$ cat src/rtl/dht11_pkg.sv
// Shared definitions for the DHT11 host blocks: FSM state encoding, clock
// period and default start-sequence cycle counts.
package dht11_pkg;

  // System clock period (50 kHz).
  localparam int CLK_PERIOD_US = 20;

  // Default start-sequence timing in clocks of CLK_PERIOD_US.
  localparam int DEF_WAIT_CYCLES    = 50000;  // 1 s power-up idle
  localparam int DEF_LOW_CYCLES     = 900;    // 18 ms start pulse
  localparam int DEF_RELEASE_CYCLES = 2;      // 40 us line release

  // Start-sequence FSM states; the encoding is fixed so the receiver and
  // debug tooling can decode it directly.
  typedef logic [1:0] state_t;
  localparam state_t IDLE    = 2'b00;
  localparam state_t LOW     = 2'b01;
  localparam state_t RELEASE = 2'b10;
  localparam state_t DONE    = 2'b11;

endpackage

$ cat src/rtl/start_module.sv
// DHT11 host start sequence: idle after power-up, pull the line low, release
// it briefly, then hand off to the receiver with a level flag.
module start_module
  import dht11_pkg::*;
#(
  parameter int WAIT_CYCLES    = DEF_WAIT_CYCLES,
  parameter int LOW_CYCLES     = DEF_LOW_CYCLES,
  parameter int RELEASE_CYCLES = DEF_RELEASE_CYCLES,
  parameter int CNT_W          = 17
) (
  input  logic clk,
  input  logic rst,
  output logic out_delay,
  output logic confirm_to_reciver
);

  // Zero-length phases are not supported and every terminal count must fit.
  if (WAIT_CYCLES < 1 || LOW_CYCLES < 1 || RELEASE_CYCLES < 1) begin : g_bad_len
    $error("start_module: cycle parameters must be >= 1");
  end
  if (longint'(WAIT_CYCLES - 1)    >= (longint'(1) << CNT_W) ||
      longint'(LOW_CYCLES - 1)     >= (longint'(1) << CNT_W) ||
      longint'(RELEASE_CYCLES - 1) >= (longint'(1) << CNT_W)) begin : g_bad_w
    $error("start_module: CNT_W too small for cycle parameters");
  end

  localparam logic [CNT_W-1:0] WAIT_LAST    = CNT_W'(WAIT_CYCLES - 1);
  localparam logic [CNT_W-1:0] LOW_LAST     = CNT_W'(LOW_CYCLES - 1);
  localparam logic [CNT_W-1:0] RELEASE_LAST = CNT_W'(RELEASE_CYCLES - 1);

  state_t           states, states_d;
  logic [CNT_W-1:0] cnt, cnt_d;
  logic             out_delay_d, confirm_d;

  // Next-state: each timed phase counts up to its last cycle, then the
  // counter restarts and the registered outputs move with the state.
  always_comb begin
    states_d    = states;
    cnt_d       = cnt + 1'b1;
    out_delay_d = out_delay;
    confirm_d   = confirm_to_reciver;
    case (states)
      IDLE: begin
        if (cnt == WAIT_LAST) begin
          cnt_d       = '0;
          states_d    = LOW;
          out_delay_d = 1'b0;
        end
      end
      LOW: begin
        if (cnt == LOW_LAST) begin
          cnt_d       = '0;
          states_d    = RELEASE;
          out_delay_d = 1'b1;
        end
      end
      RELEASE: begin
        if (cnt == RELEASE_LAST) begin
          cnt_d     = '0;
          states_d  = DONE;
          confirm_d = 1'b1;
        end
      end
      default: begin
        // DONE is terminal until the next reset.
        cnt_d       = '0;
        out_delay_d = 1'b1;
        confirm_d   = 1'b1;
      end
    endcase
  end

  // State, counter and output registers; reset releases the line at once.
  always_ff @(posedge clk or posedge rst) begin
    if (rst) begin
      states             <= IDLE;
      cnt                <= '0;
      out_delay          <= 1'b1;
      confirm_to_reciver <= 1'b0;
    end else begin
      states             <= states_d;
      cnt                <= cnt_d;
      out_delay          <= out_delay_d;
      confirm_to_reciver <= confirm_d;
    end
  end

endmodule

$ cat config.mk
export PLATFORM = sky130hd
export DESIGN_NAME = start_module
export DESIGN_NICKNAME = d
export VERILOG_FILES = /design/src/rtl/dht11_pkg.sv /design/src/rtl/start_module.sv
export SDC_FILE = /design/constraint.sdc
export NUM_CORES = 1
export LEC_CHECK = 0
export CAP_MARGIN = 20
export CORE_MARGIN = 4
export CORE_UTILIZATION = 50
export CTS_BUF_LIST = sky130_fd_sc_hd__clkbuf_2 sky130_fd_sc_hd__clkbuf_4 sky130_fd_sc_hd__clkbuf_8
export DETAILED_ROUTE_END_ITERATION = 7
export PLACE_DENSITY = 0.67
export SETUP_SLACK_MARGIN = 0.3
export SLEW_MARGIN = 15
export SYNTH_ARGS = -nofsm -noshare
export SYNTH_HDL_FRONTEND = slang
export SYNTH_SLANG_ARGS = --single-unit
$ cat constraint.sdc
create_clock -name clk -period 3.9 [get_ports clk]
set_clock_uncertainty 0.15 [all_clocks]
set_input_delay 0.78 -clock clk [delete_from_list [all_inputs] [get_ports clk]]
set_output_delay 0.78 -clock clk [all_outputs]
set_load 0.05 [all_outputs]
==> qor.yml <==
run_status:
  status: "completed"
logic_synthesis:
  yosys.area.top_type: "dfrtp_1"
  synth_area_leaders: "dfrtp_1 44%, ha_1 8.7%, xor2_1 6.9%"
  ys_seq_area_frac: 0.459
  syn_area_per_cell_sq_um: 10.2
  syn_area_sq_um: 1150
  ys_warn_count: 0
  synth_top_area_frac: 0.436
  syn_inst: 113
  ys_seq_elements: 21
  ys_types: 26
  syn_nets: 123
timing:
  tns_ps: 0
  hold_viol: 0
  slew_headroom: 0.489
  fmax_mhz: 389
  timing.final.crit_share: 0.658
  setup-violations-final: 0
  drv_slew: 0
  worstMarginPinSlew_ps: 766
  finalCriticalPeriod_ps: 2570
  rsz0062_at_grt: "no"
floorplan:
  die_area_sq_um: 3130
  initial_core_util: 0.524
  die_h_microns: 55.9
  num_io_pins: 4
  die_w_microns: 55.9
  core_sq_um: 2190
  rows: 17
layout:
  layout.nets: 131
  drive_above_1_share: 0.108
  syn_to_final_growth_pct: 8.06
  final_area_sq_um: 1240
  final_cell_mix: "20 x nor2_1, 20 x dfrtp_1, 9 x xor2_1"
  n_antenna_cell: 0
cts:
  clk_pin_slew_ps: 100
  htree_levels: 1
  cts_hold_buf: 0
  cts_root_buf: "clkbuf_4"
  insertion_delay_ps: 310
  cts_buffer_depth: 2
  cts_tree: "built"
  cts_setup_buffers: 0
  cts_resized: 0
  numCtsBuffers: 3
  cts_num_sinks: 21
setup_path:
  slowest_delay_ps: 790
  critical_path_class: "reg -> out"
  critPathCaptureType: "output port"
  crit_buf_inv: 1
  cp.required_ps: 2970
  slowest_stage: "clkdlybuf4s50_1"
  start_kind: "flop"
  path_delay_family: "buffers and inverters"
  worstPathCellList: "clkdlybuf4s50_1"
  cp.arrival_ps: 1640
  worstPathMaxFanout: 2
grt:
  grt_pass1_wl_microns: 3330
  grt_pass1_vias: 759
  grt_usage: 0.132
  overflow: 0
  grt_max_degree: 22
  antenna_found_initial: 0
routing:
  drtIter0Drc: 34
  firstDrtPassIters: 4
  routed-via-count: 789
  ant_nets: 0
  drcViolationCount: 0
  routedWlPerCell_microns: 13.3
  totalWireLength_microns: 1960
  routed_via_density: 5.33
place:
  portBuffers: 3
  placed_area_sq_um: 1210
  dp_hpwl_microns: 1430
  routabilityCongestion: 0.788
pwr:
  power.density_nw_per_um2: 262
  p_leak_nw: 0.580
  worst_ir_drop_vdd_mv: 0.186
job:
  drv_cap: 0
hold_path:
  min_path_type: "reg -> reg"
## worst register-to-register path: cells and delay by family (launching register included)
kind                       cells  cell delay [ps]
DFF                            1              430
AOI/OAI and AO/OA              1              370
muxes                          1              300
buffers and inverters          1               60
and+or+nand+nor                2              940
adders and majority gates      1              120
## Yosys cell counts
library cell,instances
dfrtp_1,20
nor2_1,20
xor2_1,9
ha_1,8
nand2_1,7
inv_1,6
nand4_1,6
xnor2_1,6
nand3_1,5
nor3_1,4
and3_1,3
o31ai_1,3
and2_1,2
and4_1,2
and3_2,1
buf_4,1
dfstp_2,1
mux2_4,1
mux2i_1,1
nor4_1,1
nor4_2,1
o31a_2,1
o31ai_2,1
o41a_1,1
or3b_2,1
or4_4,1
## path summary, 6_finish.rpt
| kind | start | to | slack, ps | cells after the start |
|---|---|---|---|---|
| worst max-delay path | out_delay$_DFFE_PP1P_ | out_delay | 1330 | 1 |
| max in group asynchronous | rst | cnt[12]$_DFF_PP0_ | 2370 | 2 |
| worst max register to register | cnt[1]$_DFF_PP0_ | states[1]$_DFFE_PP0P_ | 1400 | 6 |
| min in group asynchronous | rst | cnt[11]$_DFF_PP0_ | 750 | 2 |
| worst min register to register | confirm_to_reciver$_DFFE_PP0P_ | confirm_to_reciver$_DFFE_PP0P_ | 340 | 2 |
| worst min-delay path | confirm_to_reciver$_DFFE_PP0P_ | confirm_to_reciver$_DFFE_PP0P_ | 340 | 2 |
## per-layer routing
metal  up-vias  global-route usage  share of wire
li1        399                   -              -
met1       366               0.188           0.51
met2        24               0.201           0.43
met3         0              0.0510          0.058
met4         0              0.0102              0
met5         -                   0              0
## state kept, by name, summed over array words and instances (netlist names)
signal,count
cnt,17
confirm_to_reciver,1
out_delay,1
states,2
## final cells by class
type | instances | area, sq um
repair buffers | 4 | 37.5
multi-input cells | 85 | 592
fillers | 186 | 950
well taps | 28 | 35.0
inverters | 6 | 22.5
clock inverters | 1 | 5.00
clock buffers | 3 | 22.5
flip-flops and latches | 21 | 527
## stage by stage
stage / worst slack, ps / utilization / power [mW] / hold slack, ps / std cells
finish: 1330 / 0.567 / 0.325 / 345 / 148
global route: 1280 / 0.567 / 0.342 / 386 / 148
CTS: 1320 / 0.567 / 0.331 / 346 / 148
detailed placement: 1430 / 0.554 / 0.227 / 325 / 144
global placement: 1460 / 0.554 / 0.227 / 323 / 144
floorplan: 1490 / - / 0.225 / 326 / 113
## where the power goes
part | internal, mW | total (mW) | switching, mW
Combinational | 0.000927 | 0.00495 | 0.00403
Sequential | 0.218 | 0.218 | 0
Clock | 0.0383 | 0.103 | 0.0644
## cell families after synthesis
| logic type | after synthesis | synth area share |
|---|---|---|
| simple gates | 54 | 0.243 |
| flops | 21 | 0.459 |
| xor+xnor | 15 | 0.114 |
| fa+ha+maj | 8 | 0.0871 |
| buf+inv | 7 | 0.0261 |
| compound gates | 6 | 0.0490 |
| mux | 2 | 0.0218 |
Note: power is estimated with default switching activity, not from simulation.
